File: src/rtl/seg7_pkg.sv
// Shared 7-segment tables for the display driver and the readback monitor.
package seg7_pkg;

    // One BCD digit.
    typedef logic [3:0] bcd_t;

    // Segment patterns: bit6 = g .. bit0 = a, active-high.
    localparam logic [6:0] SEG_0     = 7'b0111111;
    localparam logic [6:0] SEG_1     = 7'b0000110;
    localparam logic [6:0] SEG_2     = 7'b1011011;
    localparam logic [6:0] SEG_3     = 7'b1001111;
    localparam logic [6:0] SEG_4     = 7'b1100110;
    localparam logic [6:0] SEG_5     = 7'b1101101;
    localparam logic [6:0] SEG_6     = 7'b1111101;
    localparam logic [6:0] SEG_7     = 7'b0000111;
    localparam logic [6:0] SEG_8     = 7'b1111111;
    localparam logic [6:0] SEG_9     = 7'b1101111;
    localparam logic [6:0] SEG_BLANK = 7'b0000000;

    // One-cold, active-low digit selects.
    localparam logic [3:0] SEL_UNITS     = 4'b1110;
    localparam logic [3:0] SEL_TENS      = 4'b1101;
    localparam logic [3:0] SEL_HUNDREDS  = 4'b1011;
    localparam logic [3:0] SEL_THOUSANDS = 4'b0111;
    localparam logic [3:0] SEL_IDLE      = 4'b1111;

    // Packed {thousands,hundreds,tens,units} BCD to binary, 14 bits wide.
    function automatic logic [13:0] bcd4_to_bin(input logic [15:0] d);
        logic [13:0] acc;
        acc = 14'(d[3:0])
            + (14'(d[7:4])   * 14'd10)
            + (14'(d[11:8])  * 14'd100)
            + (14'(d[15:12]) * 14'd1000);
        return acc;
    endfunction

endpackage

File: src/rtl/seg7_pattern_decode.sv
// Combinational 7-segment pattern to BCD digit decoder; blank reads as 0.
module seg7_pattern_decode
    import seg7_pkg::*;
(
    input  logic [6:0] pattern_in,
    output bcd_t       digit_out,
    output logic       valid_out
);

    // Table lookup; anything outside the table is flagged invalid.
    always_comb begin
        digit_out = 4'd0;
        valid_out = 1'b1;
        case (pattern_in)
            SEG_0:     digit_out = 4'd0;
            SEG_1:     digit_out = 4'd1;
            SEG_2:     digit_out = 4'd2;
            SEG_3:     digit_out = 4'd3;
            SEG_4:     digit_out = 4'd4;
            SEG_5:     digit_out = 4'd5;
            SEG_6:     digit_out = 4'd6;
            SEG_7:     digit_out = 4'd7;
            SEG_8:     digit_out = 4'd8;
            SEG_9:     digit_out = 4'd9;
            SEG_BLANK: digit_out = 4'd0;
            default: begin
                digit_out = 4'd0;
                valid_out = 1'b0;
            end
        endcase
    end

endmodule

File: src/rtl/seg7_scan_capture.sv
// Passive monitor of the multiplexed 7-segment bus: samples, decodes,
// assembles 4-digit frames and reports the binary value or a frame error.
module seg7_scan_capture
    import seg7_pkg::*;
#(
    parameter int STABLE_FRAMES = 1,
    parameter int TIMEOUT       = 64
) (
    input  logic        clk,
    input  logic        reset,
    input  logic [6:0]  seg_in,
    input  logic [3:0]  digit_sel_in,
    output logic [13:0] value,
    output logic        value_valid,
    output logic        frame_err,
    output logic [15:0] digits_bcd
);

    localparam int          TW       = $clog2(TIMEOUT + 1);
    localparam logic [TW-1:0] TMO_LAST = TW'(TIMEOUT - 1);
    localparam logic [3:0]  STABLE_N = 4'(STABLE_FRAMES);

    // Stage 0: raw bus sample; smp_vld_q keeps the all-zero reset sample
    // from being mistaken for an illegal select.
    logic [6:0]  seg_q, seg_d;
    logic [3:0]  sel_q, sel_d;
    logic        smp_vld_q, smp_vld_d;

    // Stage 1: frame assembly.
    logic [3:0]    seen_q, seen_d;
    logic          bad_q, bad_d;
    logic [15:0]   digits_q, digits_d;
    logic [TW-1:0] cnt_q, cnt_d;
    logic          ev_q, ev_d;
    logic          ev_bad_q, ev_bad_d;
    logic [15:0]   ev_digits_q, ev_digits_d;
    logic          tmo_hit_s;

    // Stage 2: stability filter and outputs.
    logic [15:0] last_q, last_d;
    logic [3:0]  mcnt_q, mcnt_d;
    logic [13:0] value_q, value_d;
    logic [15:0] bcd_q, bcd_d;
    logic        vv_q, vv_d;
    logic        fe_q, fe_d;

    bcd_t        dec_digit_s;
    logic        dec_valid_s;
    logic        sel_ok_s;
    logic        sel_idle_s;
    logic [1:0]  pos_s;
    logic        same_s;

    seg7_pattern_decode u_decode (
        .pattern_in (seg_q),
        .digit_out  (dec_digit_s),
        .valid_out  (dec_valid_s)
    );

    // Stage 0 next state: segments and select captured in the same cycle.
    always_comb begin
        seg_d     = seg_in;
        sel_d     = digit_sel_in;
        smp_vld_d = 1'b1;
    end

    // Select classification into position, idle or illegal.
    always_comb begin
        sel_ok_s   = 1'b0;
        sel_idle_s = 1'b0;
        pos_s      = 2'd0;
        case (sel_q)
            SEL_UNITS:     begin sel_ok_s = 1'b1; pos_s = 2'd0; end
            SEL_TENS:      begin sel_ok_s = 1'b1; pos_s = 2'd1; end
            SEL_HUNDREDS:  begin sel_ok_s = 1'b1; pos_s = 2'd2; end
            SEL_THOUSANDS: begin sel_ok_s = 1'b1; pos_s = 2'd3; end
            SEL_IDLE:      begin sel_idle_s = 1'b1; end
            default:       begin sel_ok_s = 1'b0; end
        endcase
    end

    // Stage 1 next state: store digit, track completion and timeout.
    always_comb begin
        seen_d      = seen_q;
        bad_d       = bad_q;
        digits_d    = digits_q;
        cnt_d       = cnt_q;
        ev_d        = 1'b0;
        ev_bad_d    = 1'b0;
        ev_digits_d = ev_digits_q;
        tmo_hit_s   = 1'b0;

        if (smp_vld_q && sel_ok_s) begin
            digits_d[{pos_s, 2'b00} +: 4] = dec_digit_s;
            seen_d[pos_s]                 = 1'b1;
            if (!dec_valid_s) begin
                bad_d = 1'b1;
            end else begin
                bad_d = bad_q;
            end
        end else if (smp_vld_q && !sel_idle_s) begin
            bad_d = 1'b1;
        end else begin
            bad_d = bad_q;
        end

        // Completion takes priority over a timeout on the same edge.
        if (seen_d == 4'b1111) begin
            ev_d        = 1'b1;
            ev_bad_d    = bad_d;
            ev_digits_d = digits_d;
            seen_d      = 4'b0000;
            bad_d       = 1'b0;
            cnt_d       = '0;
        end else if ((seen_d != 4'b0000) || bad_d) begin
            if (cnt_q == TMO_LAST) begin
                tmo_hit_s = 1'b1;
                seen_d    = 4'b0000;
                bad_d     = 1'b0;
                cnt_d     = '0;
            end else begin
                cnt_d = cnt_q + TW'(1);
            end
        end else begin
            cnt_d = '0;
        end
    end

    // Stage 2 next state: match counting and output pulses.
    always_comb begin
        last_d  = last_q;
        mcnt_d  = mcnt_q;
        value_d = value_q;
        bcd_d   = bcd_q;
        vv_d    = 1'b0;
        fe_d    = tmo_hit_s;
        same_s  = (ev_digits_q == last_q);

        if (ev_q && ev_bad_q) begin
            fe_d = 1'b1;
        end else if (ev_q) begin
            last_d = ev_digits_q;
            if (!same_s) begin
                mcnt_d = 4'd1;
            end else if (mcnt_q != STABLE_N) begin
                mcnt_d = mcnt_q + 4'd1;
            end else begin
                mcnt_d = mcnt_q;
            end
            // Pulse only on arrival at the threshold, not while resting on it.
            if ((mcnt_d == STABLE_N) && (!same_s || (mcnt_q != STABLE_N))) begin
                vv_d    = 1'b1;
                value_d = bcd4_to_bin(ev_digits_q);
                bcd_d   = ev_digits_q;
            end else begin
                vv_d = 1'b0;
            end
        end else begin
            vv_d = 1'b0;
        end
    end

    // Stage 0 registers.
    always_ff @(posedge clk or posedge reset) begin
        if (reset) begin
            seg_q     <= 7'd0;
            sel_q     <= 4'd0;
            smp_vld_q <= 1'b0;
        end else begin
            seg_q     <= seg_d;
            sel_q     <= sel_d;
            smp_vld_q <= smp_vld_d;
        end
    end

    // Stage 1 registers.
    always_ff @(posedge clk or posedge reset) begin
        if (reset) begin
            seen_q      <= 4'd0;
            bad_q       <= 1'b0;
            digits_q    <= 16'd0;
            cnt_q       <= '0;
            ev_q        <= 1'b0;
            ev_bad_q    <= 1'b0;
            ev_digits_q <= 16'd0;
        end else begin
            seen_q      <= seen_d;
            bad_q       <= bad_d;
            digits_q    <= digits_d;
            cnt_q       <= cnt_d;
            ev_q        <= ev_d;
            ev_bad_q    <= ev_bad_d;
            ev_digits_q <= ev_digits_d;
        end
    end

    // Stage 2 registers.
    always_ff @(posedge clk or posedge reset) begin
        if (reset) begin
            last_q  <= 16'd0;
            mcnt_q  <= 4'd0;
            value_q <= 14'd0;
            bcd_q   <= 16'd0;
            vv_q    <= 1'b0;
            fe_q    <= 1'b0;
        end else begin
            last_q  <= last_d;
            mcnt_q  <= mcnt_d;
            value_q <= value_d;
            bcd_q   <= bcd_d;
            vv_q    <= vv_d;
            fe_q    <= fe_d;
        end
    end

    assign value       = value_q;
    assign value_valid = vv_q;
    assign frame_err   = fe_q;
    assign digits_bcd  = bcd_q;

endmodule

File: config.mk
export PLATFORM = sky130hd
export DESIGN_NAME = seg7_scan_capture
export DESIGN_NICKNAME = d
export VERILOG_FILES = /design/src/rtl/seg7_pkg.sv /design/src/rtl/seg7_pattern_decode.sv /design/src/rtl/seg7_scan_capture.sv
export SDC_FILE = /design/constraint.sdc
export NUM_CORES = 1
export LEC_CHECK = 0
export CAP_MARGIN = 10
export CORE_ASPECT_RATIO = 0.8
export CORE_MARGIN = 2
export CORE_UTILIZATION = 50
export CTS_BUF_LIST = sky130_fd_sc_hd__clkbuf_4 sky130_fd_sc_hd__clkbuf_8
export CTS_CLUSTER_DIAMETER = 60
export DETAILED_ROUTE_END_ITERATION = 8
export GPL_TIMING_DRIVEN = 0
export MAX_ROUTING_LAYER = met4
export PLACE_DENSITY = 0.72
export SLEW_MARGIN = 20
export SYNTH_ARGS = -nofsm -noshare
export SYNTH_HDL_FRONTEND = slang
export SYNTH_SLANG_ARGS = --single-unit
File: constraint.sdc
create_clock -name clk -period 7.95 [get_ports clk]
set_input_delay 1.1925 -clock clk [delete_from_list [all_inputs] [get_ports clk]]
set_output_delay 1.1925 -clock clk [all_outputs]
set_load 0.01 [all_outputs]
==> metrics <==
num ports 45; HP Class flip-flop to flip-flop; r2r worst-path depth 17; Initial DRC Count 268; Final Max Tran Viols 0; worst-path fanout max 8; clock buffer depth 2; first-pass GRT wire length 21.5 mm; delay-heaviest family, CP adder cells; number of buffers added on ports 44; via count 4464; Critical Path RT 8260 ps; CP max stage delay 640 ps; routability cong. 0.846; slowest CP cell fa_1; layout cells sized above 1 7.81%; status finished, final reports clean; H-Tree Depth 3; HPWL Detailed 9.47 mm; min cycle time layout 4880 ps; RR Endpoint value[13]; n_diodes 0; setup TNS 0 ps; Synth Instances 592; startpoint types flip-flop; total die area 13500 µm²; Congestion Overflow GR 0; number of stages on the worst setup path 17; post-CTS setup buffer count 0; CTS tree yes; hold buffers post-CTS 0; Top cell by count, worst path ha_1; site row count 36; number of max-cap violations 0; Synth top area share 43.3%; worst setup path end value[13]; total length of routed wires 12.6 mm; post-synth cell types 54; most area-consuming cells after synthesis dfrtp_1 (43%), ha_1 (12%), fa_1 (5.4%), nand2_1 (5.1%), xor2_1 (3.8%); arrival time at the worst endpoint 5190 ps; Clock Sinks 109; CORE AREA 12300 µm²; post-route ant nets 0; VDD IR max 0.108 mV; crit-path cells fa_1 -> inv_1 -> fa_1 -> inv_1 -> ha_1 -> nor2b_1 -> o21ai_0 -> nand2_1 -> xnor2_1 -> ha_1 -> ha_1 -> ha_1 -> or4_1 -> nor2_1 -> o31ai_1 -> xnor2_1 -> o21ai_0; WS Path Type flip-flop to flip-flop; sequential-to-total area share from yosys stat 43.3%; worst skew pair latency 390 ps; pwr dens 148 nW/µm²; Pwr Total 1060 µW; CP endpoint kind flip-flop; CTS Root Cell clkbuf_8; Slew @ Worst Pin 724 ps; die height 104 µm; Num CTS Buffers 9; Pre-antenna DRT Iters 4; Fmax achieved 205 MHz; Syn Area/Cell 10.7 µm²; DR WL/cell 15.3 µm; Cell Area, Synth 6310 µm²; synthesis-stage register bit count 109; Initial Util 51.5%; final net count 740; Synth Net Count 684; DRC 0; setup violators final 0; vias in the first global route 4375; Max Clock Skew 8.50 ps; clock slew at reported path FFs 100 ps; final hold violation count 0; post-layout util 58.6%; Area Overhead vs Synth 13.8%; commonest non-fill, non-tap cells in the layout dfrtp_1 (109), nand2_1 (86), ha_1 (62), inv_1 (47), clkdlybuf4s50_1 (44); commonest non-fill, non-tap cell in the layout dfrtp_1; reg2reg setup slack 3070 ps; Max-slew headroom 51.6%; Die W 130 µm; RSZ-0062 raised after global routing false; EDFF count, synth 0; ys async rst share 100%; leak pwr 0.00361 µW; largest net degree at the start of global routing 71; Most used DFF post-synth dfrtp_1; via-per-instance ratio 5.42; final worst path period share 61.4%; PostCTS Resize Cnt 0; initial antenna violation count 0; Setup crit start ev_digits_q[14]; Crit Reg-Reg Startpoint ev_digits_q[14]; Buf/Inv on CP 2; Synthesis Warnings 0; largest area contributor in the netlist dfrtp_1; Total GRT Usage 20.8%
## sequential cells by signal (all words and copies together), names as in the netlist, 7 cells and up
signal / count
digits_bcd: 15
digits_q: 16
seg_q: 7
cnt_q: 7
ev_digits_q: 16
last_q: 16
value: 14
## cells by family after synthesis
| kind of cell | synth area share (%) |
|---|---|
| AOI/OAI and AO/OA | 9.86 |
| and+or+nand+nor | 13.4 |
| other | 0.0595 |
| xor gates and xnor gates | 5.69 |
| muxes | 5.32 |
| buffers and inverters | 4.58 |
| DFF | 43.3 |
| adders and majority gates | 17.9 |
## how the worst min path moves through the flow
| stage | endpoint | start | depth (start not counted) |
|---|---|---|---|
| floorplan | digits_q[15] | digits_q[15] | 2 |
| CTS | digits_q[14] | digits_q[14] | 2 |
| global route | digits_q[11] | digits_q[11] | 2 |
| finish | digits_q[6] | digits_q[6] | 2 |
| global placement | digits_q[15] | digits_q[15] | 2 |
| detailed placement | digits_q[14] | digits_q[14] | 2 |
## power breakdown
part           switching (µW)  internal (µW)
Combinational            72.8           58.0
Clock                     196            125
Sequential               25.4            586
## metal layers
layer | global-route usage (%) | routed length (µm) | share of wire (%)
met5 | - | 0 | 0
met4 | 5.61 | 214 | 1.7
met3 | 4.63 | 646 | 5.1
met2 | 29.4 | 5530 | 44
met1 | 30.2 | 6240 | 49
## cell type report
type | count | area [µm²]
plain buffers | 18 | 109
repair buffers | 45 | 468
fillers | 1054 | 5080
clock buffers | 10 | 138
well taps | 171 | 214
multi-input cells | 417 | 3290
inverters | 48 | 185
flip-flops and latches | 109 | 2730
clock inverters | 6 | 45.0
## cell usage after synthesis (all sizes together), types with 12 or more instances
master / number
a21oi: 15
mux2: 28
nor2: 12
o31ai: 19
xnor2: 14
inv: 48
o21ai: 37
fa: 17
nor3: 16
nand2: 86
dfrtp: 109
xor2: 27
ha: 62
## metrics by stage
step | setup slack, ps | instances | hold WS [ps] | instance area, µm²
floorplan | 3610 | 592 | 440 | 6310
global placement | 2450 | 807 | 457 | 6960
detailed placement | 3070 | 808 | 464 | 6990
CTS | 3060 | 824 | 489 | 7180
global route | 2760 | 824 | 517 | 7180
finish | 3070 | 824 | 485 | 7180
## worst reg2reg max path: stages (launching register included)
cell and delay, ps:
dfrtp_1 550, fa_1 650, inv_1 110, fa_1 530
inv_1 50, ha_1 340, nor2b_1 150, o21ai_0 210
nand2_1 100, xnor2_1 160, ha_1 250, ha_1 310
ha_1 260, or4_1 540, nor2_1 170, o31ai_1 130
xnor2_1 140, o21ai_0 160
(Power assumes the default switching activity.)
